==> src/rtl/core_fque_pkg.sv <==
// Shared types and constants for the free-pointer cache.
// Holds the control FSM encoding and the legal pop-latency values.
package core_fque_pkg;

    typedef enum logic [1:0] {
        RUN   = 2'd0,
        DRAIN = 2'd1,
        FLUSH = 2'd2,
        DONE  = 2'd3
    } fsm_t;

    localparam int POP_LAT_COMB = 0;
    localparam int POP_LAT_FLOP = 1;

endpackage

==> src/rtl/core_fque_sfifo.sv <==
// Small synchronous FIFO with occupancy count and combinational head.
// Ports: wr_en/wr_data push, rd_en pop, head = oldest entry, cnt = occupancy.
module core_fque_sfifo #(
    parameter int W     = 5,
    parameter int DEPTH = 4,
    parameter int CW    = 3
) (
    input  logic          clk,
    input  logic          rst_n,
    input  logic          wr_en,
    input  logic [W-1:0]  wr_data,
    input  logic          rd_en,
    output logic [W-1:0]  head,
    output logic [CW-1:0] cnt
);

    localparam int AW = (DEPTH > 1) ? $clog2(DEPTH) : 1;

    logic [W-1:0]  mem [DEPTH];
    logic [AW-1:0] wp;
    logic [AW-1:0] rp;
    logic          full;
    logic          empty;
    logic          do_rd;
    logic          do_wr;

    assign full  = (cnt == CW'(DEPTH));
    assign empty = (cnt == '0);
    assign do_rd = rd_en && !empty;
    // A full FIFO still takes a write when the head leaves in the same cycle.
    assign do_wr = wr_en && (!full || do_rd);
    assign head  = mem[rp];

    always_ff @(posedge clk or negedge rst_n) begin
        if (!rst_n) begin
            wp  <= '0;
            rp  <= '0;
            cnt <= '0;
            for (int i = 0; i < DEPTH; i++) begin
                mem[i] <= '0;
            end
        end else begin
            if (do_wr) begin
                mem[wp] <= wr_data;
                wp      <= wp + AW'(1);
            end
            if (do_rd) begin
                rp <= rp + AW'(1);
            end
            unique case ({do_wr, do_rd})
                2'b10:   cnt <= cnt + CW'(1);
                2'b01:   cnt <= cnt - CW'(1);
                default: ;
            endcase
        end
    end

endmodule

==> src/rtl/core_fque_ptr_cache.sv <==
// Client-side free-pointer cache: pops the queue to keep a local cache,
// grants allocations from it, returns freed pointers and flushes on request.
// Ports: fq_* queue side, alloc_* grant port, free_* return port,
// flush/flush_done control, cache_cnt occupancy, err_unexp sticky error.
import core_fque_pkg::*;

module core_fque_ptr_cache #(
    parameter int BITQPTR     = 5,
    parameter int BITQCNT     = 5,
    parameter int CACHE_DEPTH = 4,
    parameter int BITCCNT     = 3,
    parameter int RETQ_DEPTH  = 4,
    parameter int POP_LAT     = 0
) (
    input  logic               clk,
    input  logic               rst_n,
    input  logic               fq_ready,
    input  logic [BITQCNT-1:0] fq_freecnt,
    output logic               fq_pop,
    input  logic               fq_po_pvld,
    input  logic [BITQPTR-1:0] fq_po_ptr,
    output logic               fq_push,
    output logic [BITQPTR-1:0] fq_pu_ptr,
    input  logic               alloc_req,
    output logic               alloc_gnt,
    output logic [BITQPTR-1:0] alloc_ptr,
    input  logic               free_vld,
    output logic               free_rdy,
    input  logic [BITQPTR-1:0] free_ptr,
    input  logic               flush,
    output logic               flush_done,
    output logic [BITCCNT-1:0] cache_cnt,
    output logic               err_unexp
);

    localparam int RCW = $clog2(RETQ_DEPTH + 1);
    localparam logic [BITCCNT:0] CD_EXT = (BITCCNT+1)'(CACHE_DEPTH);

    fsm_t               state;
    logic               up;
    logic               pop_d1;
    logic               err_q;
    logic               done_q;
    logic [BITCCNT-1:0] inflight;

    logic               c_wr;
    logic               c_rd;
    logic [BITQPTR-1:0] c_head;
    logic [BITCCNT-1:0] c_cnt;
    logic               c_empty;

    logic               r_wr;
    logic               r_rd;
    logic [BITQPTR-1:0] r_head;
    logic [RCW-1:0]     r_cnt;
    logic               r_empty;
    logic               r_full;

    logic [BITCCNT:0]   occ;
    logic               pop_now;
    logic               pvld_ok;
    logic               pvld_bad;
    logic               use_cache;
    logic               src_empty;

    assign c_empty = (c_cnt == '0);
    assign r_empty = (r_cnt == '0);
    assign r_full  = (r_cnt == RCW'(RETQ_DEPTH));

    // Outstanding pops count as occupied slots so the cache never overfills.
    assign occ = {1'b0, c_cnt} + {1'b0, inflight};

    // pop_d1 covers the cycle where the queue's freecnt is still stale.
    assign pop_now = up
                  && (state == RUN)
                  && fq_ready
                  && (occ < CD_EXT)
                  && (fq_freecnt > BITQCNT'(pop_d1));
    assign fq_pop = pop_now;

    // A combinational queue answers in the pop cycle itself.
    assign pvld_ok = fq_po_pvld
                  && ((inflight != '0)
                   || ((POP_LAT == POP_LAT_COMB) && pop_now));
    assign pvld_bad = fq_po_pvld && !pvld_ok;
    assign c_wr     = pvld_ok;

    assign alloc_gnt = alloc_req && !c_empty && (state == RUN);
    assign alloc_ptr = alloc_gnt ? c_head : '0;

    // During FLUSH the cache is drained only once retq is empty.
    assign use_cache = (state == FLUSH) && r_empty;
    assign src_empty = use_cache ? c_empty : r_empty;
    assign fq_push   = fq_ready && !src_empty;

    always_comb begin
        fq_pu_ptr = '0;
        unique case (1'b1)
            (fq_push && use_cache):  fq_pu_ptr = c_head;
            (fq_push && !use_cache): fq_pu_ptr = r_head;
            default:                 fq_pu_ptr = '0;
        endcase
    end

    assign r_rd = fq_push && !use_cache;
    assign c_rd = alloc_gnt || (fq_push && use_cache);

    assign free_rdy = up && !r_full;
    assign r_wr     = free_vld && free_rdy;

    assign cache_cnt  = c_cnt;
    assign err_unexp  = err_q;
    assign flush_done = done_q;

    always_ff @(posedge clk or negedge rst_n) begin
        if (!rst_n) begin
            up       <= 1'b0;
            pop_d1   <= 1'b0;
            err_q    <= 1'b0;
            inflight <= '0;
        end else begin
            up     <= 1'b1;
            pop_d1 <= pop_now;
            err_q  <= err_q | pvld_bad;
            unique case ({pop_now, pvld_ok})
                2'b10:   inflight <= inflight + BITCCNT'(1);
                2'b01:   inflight <= inflight - BITCCNT'(1);
                default: ;
            endcase
        end
    end

    always_ff @(posedge clk or negedge rst_n) begin
        if (!rst_n) begin
            state  <= RUN;
            done_q <= 1'b0;
        end else begin
            done_q <= 1'b0;
            unique case (state)
                RUN: begin
                    if (flush) begin
                        state <= DRAIN;
                    end
                end
                DRAIN: begin
                    if (inflight == '0) begin
                        state <= FLUSH;
                    end
                end
                FLUSH: begin
                    if (c_empty && r_empty) begin
                        state  <= DONE;
                        done_q <= 1'b1;
                    end
                end
                DONE: begin
                    state <= RUN;
                end
                default: begin
                    state <= RUN;
                end
            endcase
        end
    end

    core_fque_sfifo #(
        .W     (BITQPTR),
        .DEPTH (CACHE_DEPTH),
        .CW    (BITCCNT)
    ) u_cache (
        .clk     (clk),
        .rst_n   (rst_n),
        .wr_en   (c_wr),
        .wr_data (fq_po_ptr),
        .rd_en   (c_rd),
        .head    (c_head),
        .cnt     (c_cnt)
    );

    core_fque_sfifo #(
        .W     (BITQPTR),
        .DEPTH (RETQ_DEPTH),
        .CW    (RCW)
    ) u_retq (
        .clk     (clk),
        .rst_n   (rst_n),
        .wr_en   (r_wr),
        .wr_data (free_ptr),
        .rd_en   (r_rd),
        .head    (r_head),
        .cnt     (r_cnt)
    );

endmodule

==> config.mk <==
export PLATFORM = sky130hd
export DESIGN_NAME = core_fque_ptr_cache
export DESIGN_NICKNAME = d
export VERILOG_FILES = /design/src/rtl/core_fque_pkg.sv /design/src/rtl/core_fque_sfifo.sv /design/src/rtl/core_fque_ptr_cache.sv
export SDC_FILE = /design/constraint.sdc
export NUM_CORES = 1
export LEC_CHECK = 0
export ABC_AREA = 1
export CAP_MARGIN = 25
export CORE_MARGIN = 4
export CORE_UTILIZATION = 40
export DETAILED_ROUTE_END_ITERATION = 12
export PLACE_DENSITY = 0.61
export RECOVER_POWER = 25
export SLEW_MARGIN = 20
export SYNTH_ARGS = -nofsm -noshare
export SYNTH_HDL_FRONTEND = slang
export SYNTH_SLANG_ARGS = --single-unit
export TNS_END_PERCENT = 100
==> constraint.sdc <==
create_clock -name clk -period 3.3 [get_ports clk]
set_input_delay 0.495 -clock clk [delete_from_list [all_inputs] [get_ports clk]]
set_output_delay 0.495 -clock clk [all_outputs]
set_load 0.1 [all_outputs]
==> flow_metrics.env <==
export IMPL_fill_cells=808
export IMPL_drive_above_1_share_pct=14.38
export IMPL_dp_hpwl_um=5807
export IMPL_grt_max_degree=31
export IMPL_crit_path_end_kind="flop"
export IMPL_cts_resized=0
export IMPL_hold_ws_ps=290.2
export IMPL_numCtsBuffers=9
export IMPL_period_share_pct=76.11
export IMPL_hold_buffers=0
export IMPL_cp_max_fo=4
export IMPL_die_height_um=101.3
export IMPL_slew_viol_final=31
export IMPL_area_delta_synth_final_pct=20.18
export IMPL_grt_overflow=0
export IMPL_final_setup_tns_ps=0
export IMPL_synth_top_area_share_pct=45.24
export IMPL_max_freq_ghz=0.3982
export IMPL_syn_area_um2=3485
export IMPL_via_per_inst=4.961
export IMPL_use_met3_pct=4.132
export IMPL_cts_tree="yes"
export IMPL_async_flop_share_pct=100.0
export IMPL_fin_area_um2=4188
export IMPL_dp_cells=541
export IMPL_clk_pin_slew_worst_paths_ps=80
export IMPL_worst_pin_slew_ps=1598
export IMPL_placementRows=33
export IMPL_synth_area_leaders="dfrtp_1 45%, nand2_1 10%, ha_1 6.5%"
export IMPL_yosys_warnings=0
export IMPL_status="complete, but fails checks"
export IMPL_fin_cells=557
export IMPL_synth_most_common_cell="nand2_1"
export IMPL_ir_drop_mv=1.027
export IMPL_routedWlPerCell_um=13.99
export IMPL_drc=0
export IMPL_grt_pass1_vias=2717
export IMPL_drt_iter0_drc=167
export IMPL_setup_viol=0
export IMPL_power_density_nw_per_um2=1096
export IMPL_utilization_pct=50.21
export IMPL_ys_flop_type="dfrtp_1"
export IMPL_busiest_layer="met2"
export IMPL_hold_viol=0
export IMPL_synth_edff_count=0
export IMPL_ios=41
export IMPL_arrival_ps=2740
export IMPL_h_tree_depth=3
export IMPL_ys_ff_latch=63
export IMPL_track_usage_pct=16.54
export IMPL_design_core_area_um2=8341
export IMPL_first_pass_iters=4
export IMPL_gp_congestion=0.8145
export IMPL_synthCells=401
export IMPL_clock_skew_ps=11.67
export IMPL_root_buffer="clkbuf_8"
export IMPL_yosysTopAreaCell="dfrtp_1"
export IMPL_yosysUniqueCellTypes=33
export IMPL_synth_fp_nets=444
export IMPL_crit_required_ps=3530
export IMPL_insertion_delay_ps=350
export IMPL_diodes=0
export IMPL_synth_seq_area_share_pct=45.24
export IMPL_grt_util_met1_pct=23.26
export IMPL_period_minus_slack_ps=2512
export IMPL_antenna_found_initial=0
export IMPL_die_x_um=101.3
export IMPL_synth_area_per_cell_um2=8.690
export IMPL_io_buffers=40
export IMPL_initial_core_util_pct=41.78
export IMPL_slew_headroom_pct=-6.556
export IMPL_rsz0062_at_grt="false"
export IMPL_dieArea_um2=10270
export IMPL_critical_path_class="input pin to flop"
export IMPL_use_met2_pct=24.70
export IMPL_cts_post_setup_buffers_inserted=0
export IMPL_reg2reg_depth=12
export IMPL_placed_cell_area_um2=3969
export IMPL_pre_cts_ws_ps=399.3
export IMPL_hold_class="input pin to asynchronous set/reset pin"
export IMPL_clock_path_buffers=2
export IMPL_violations="capacitance limit, slew limit"
export IMPL_leakage_nw=2.038
export IMPL_start_kind="input pin"
export IMPL_total_power_mw=4.591
export IMPL_ant_nets=0
export IMPL_synth_commonest_cells="97 x nand2_1, 63 x dfrtp_1, 41 x inv_1"
export IMPL_finalWirelength_um=7793
export IMPL_finalNetCount=490
export IMPL_setup_slack_ps=788.4
export IMPL_grt_first_pass_wirelength_um=13200
export IMPL_dr_total_vias=2763
export IMPL_cts_sinks=63
export IMPL_maxCapViolCount=1
## cells in the final DEF, fill, tap and decap left out, drive strengths merged, types with 2 or more instances in the layout
master,instances
fa,3
nand4,24
a22oi,2
inv,53
nand3,12
bufinv,2
nor2,31
dfrtp,63
xor2,5
clkbuf,12
ha,18
xnor2,5
buf,18
nor3,2
o21ai,45
a31o,3
a21oi,26
clkinv,2
nand2,99
clkdlybuf4s50,23
## registers in the layout (all words and copies together) (netlist names)
register     count
u_cache.cnt      3
up               1
u_cache.wp       2
u_cache.rp       2
err_unexp        1
pop_d1           1
u_retq.wp        2
u_retq.cnt       3
u_cache.mem     20
inflight         3
flush_done       1
state            2
u_retq.mem      20
u_retq.rp        2
## logic make-up (layout without fill, tap and decap cells)
family | count (synthesis) | in the layout | share of synthesized area, %
simple gates | 168 | 168 | 23.84
compound gates | 79 | 79 | 12.75
flops | 63 | 63 | 45.24
buf+inv | 59 | 110 | 7.361
fa+ha+maj | 21 | 21 | 8.187
xor+xnor | 10 | 10 | 2.513
other cells | 1 | 1 | 0.1076
## power by group
part | internal (mW) | leakage (nW) | switching (mW)
Clock | 0.436 | 0.115 | 0.342
Combinational | 0.727 | 1.15 | 1.65
Sequential | 1.13 | 0.771 | 0.310
Total | 2.29 | 2.04 | 2.30
## final timing paths
| kind | to | startpoint | slack, ps |
|---|---|---|---|
| setup reg to reg | u_cache.cnt[2]$_DFFE_PN0P_ | state[0]$_DFFE_PN0P_ | 940 |
| hold reg to reg | u_retq.mem[12]$_DFFE_PN0P_ | u_retq.mem[12]$_DFFE_PN0P_ | 480 |
| min in group clk | u_retq.mem[12]$_DFFE_PN0P_ | u_retq.mem[12]$_DFFE_PN0P_ | 480 |
| max in group asynchronous | u_retq.rp[1]$_DFFE_PN0P_ | rst_n | 1000 |
| setup / recovery | u_cache.cnt[2]$_DFFE_PN0P_ | fq_freecnt[0] | 790 |
| hold / removal | pop_d1$_DFF_PN0_ | rst_n | 290 |
## layout make-up
type	count	area, um^2	area share (%)
clock buffer	9	123.9	2.958
clock inverter	7	103.9	2.480
inverter	50	187.7	4.482
multi-input combinational	279	1663	39.71
sequential	63	1577	37.65
tap	105	131.4	3.137
timing repair buffer	44	401.6	9.591
## metal layers
layer / vias up / wire [um]
li1: 1414 / -
met4: 0 / 112
met5: - / 0
met2: 49 / 3501
met3: 10 / 366
met1: 1290 / 3812
## critical path: stages
cell and delay (ps):
clkdlybuf4s50_1 460, inv_1 50, ha_1 260, inv_1 30, nand2_1 50, nand3_1 100, nand3_4 120, a21oi_4 70
nand2_1 110, ha_1 150, inv_1 60, fa_1 380, a21oi_1 140, o21ai_0 110, xor2_1 150
Note: power is estimated with default switching activity, not from simulation.
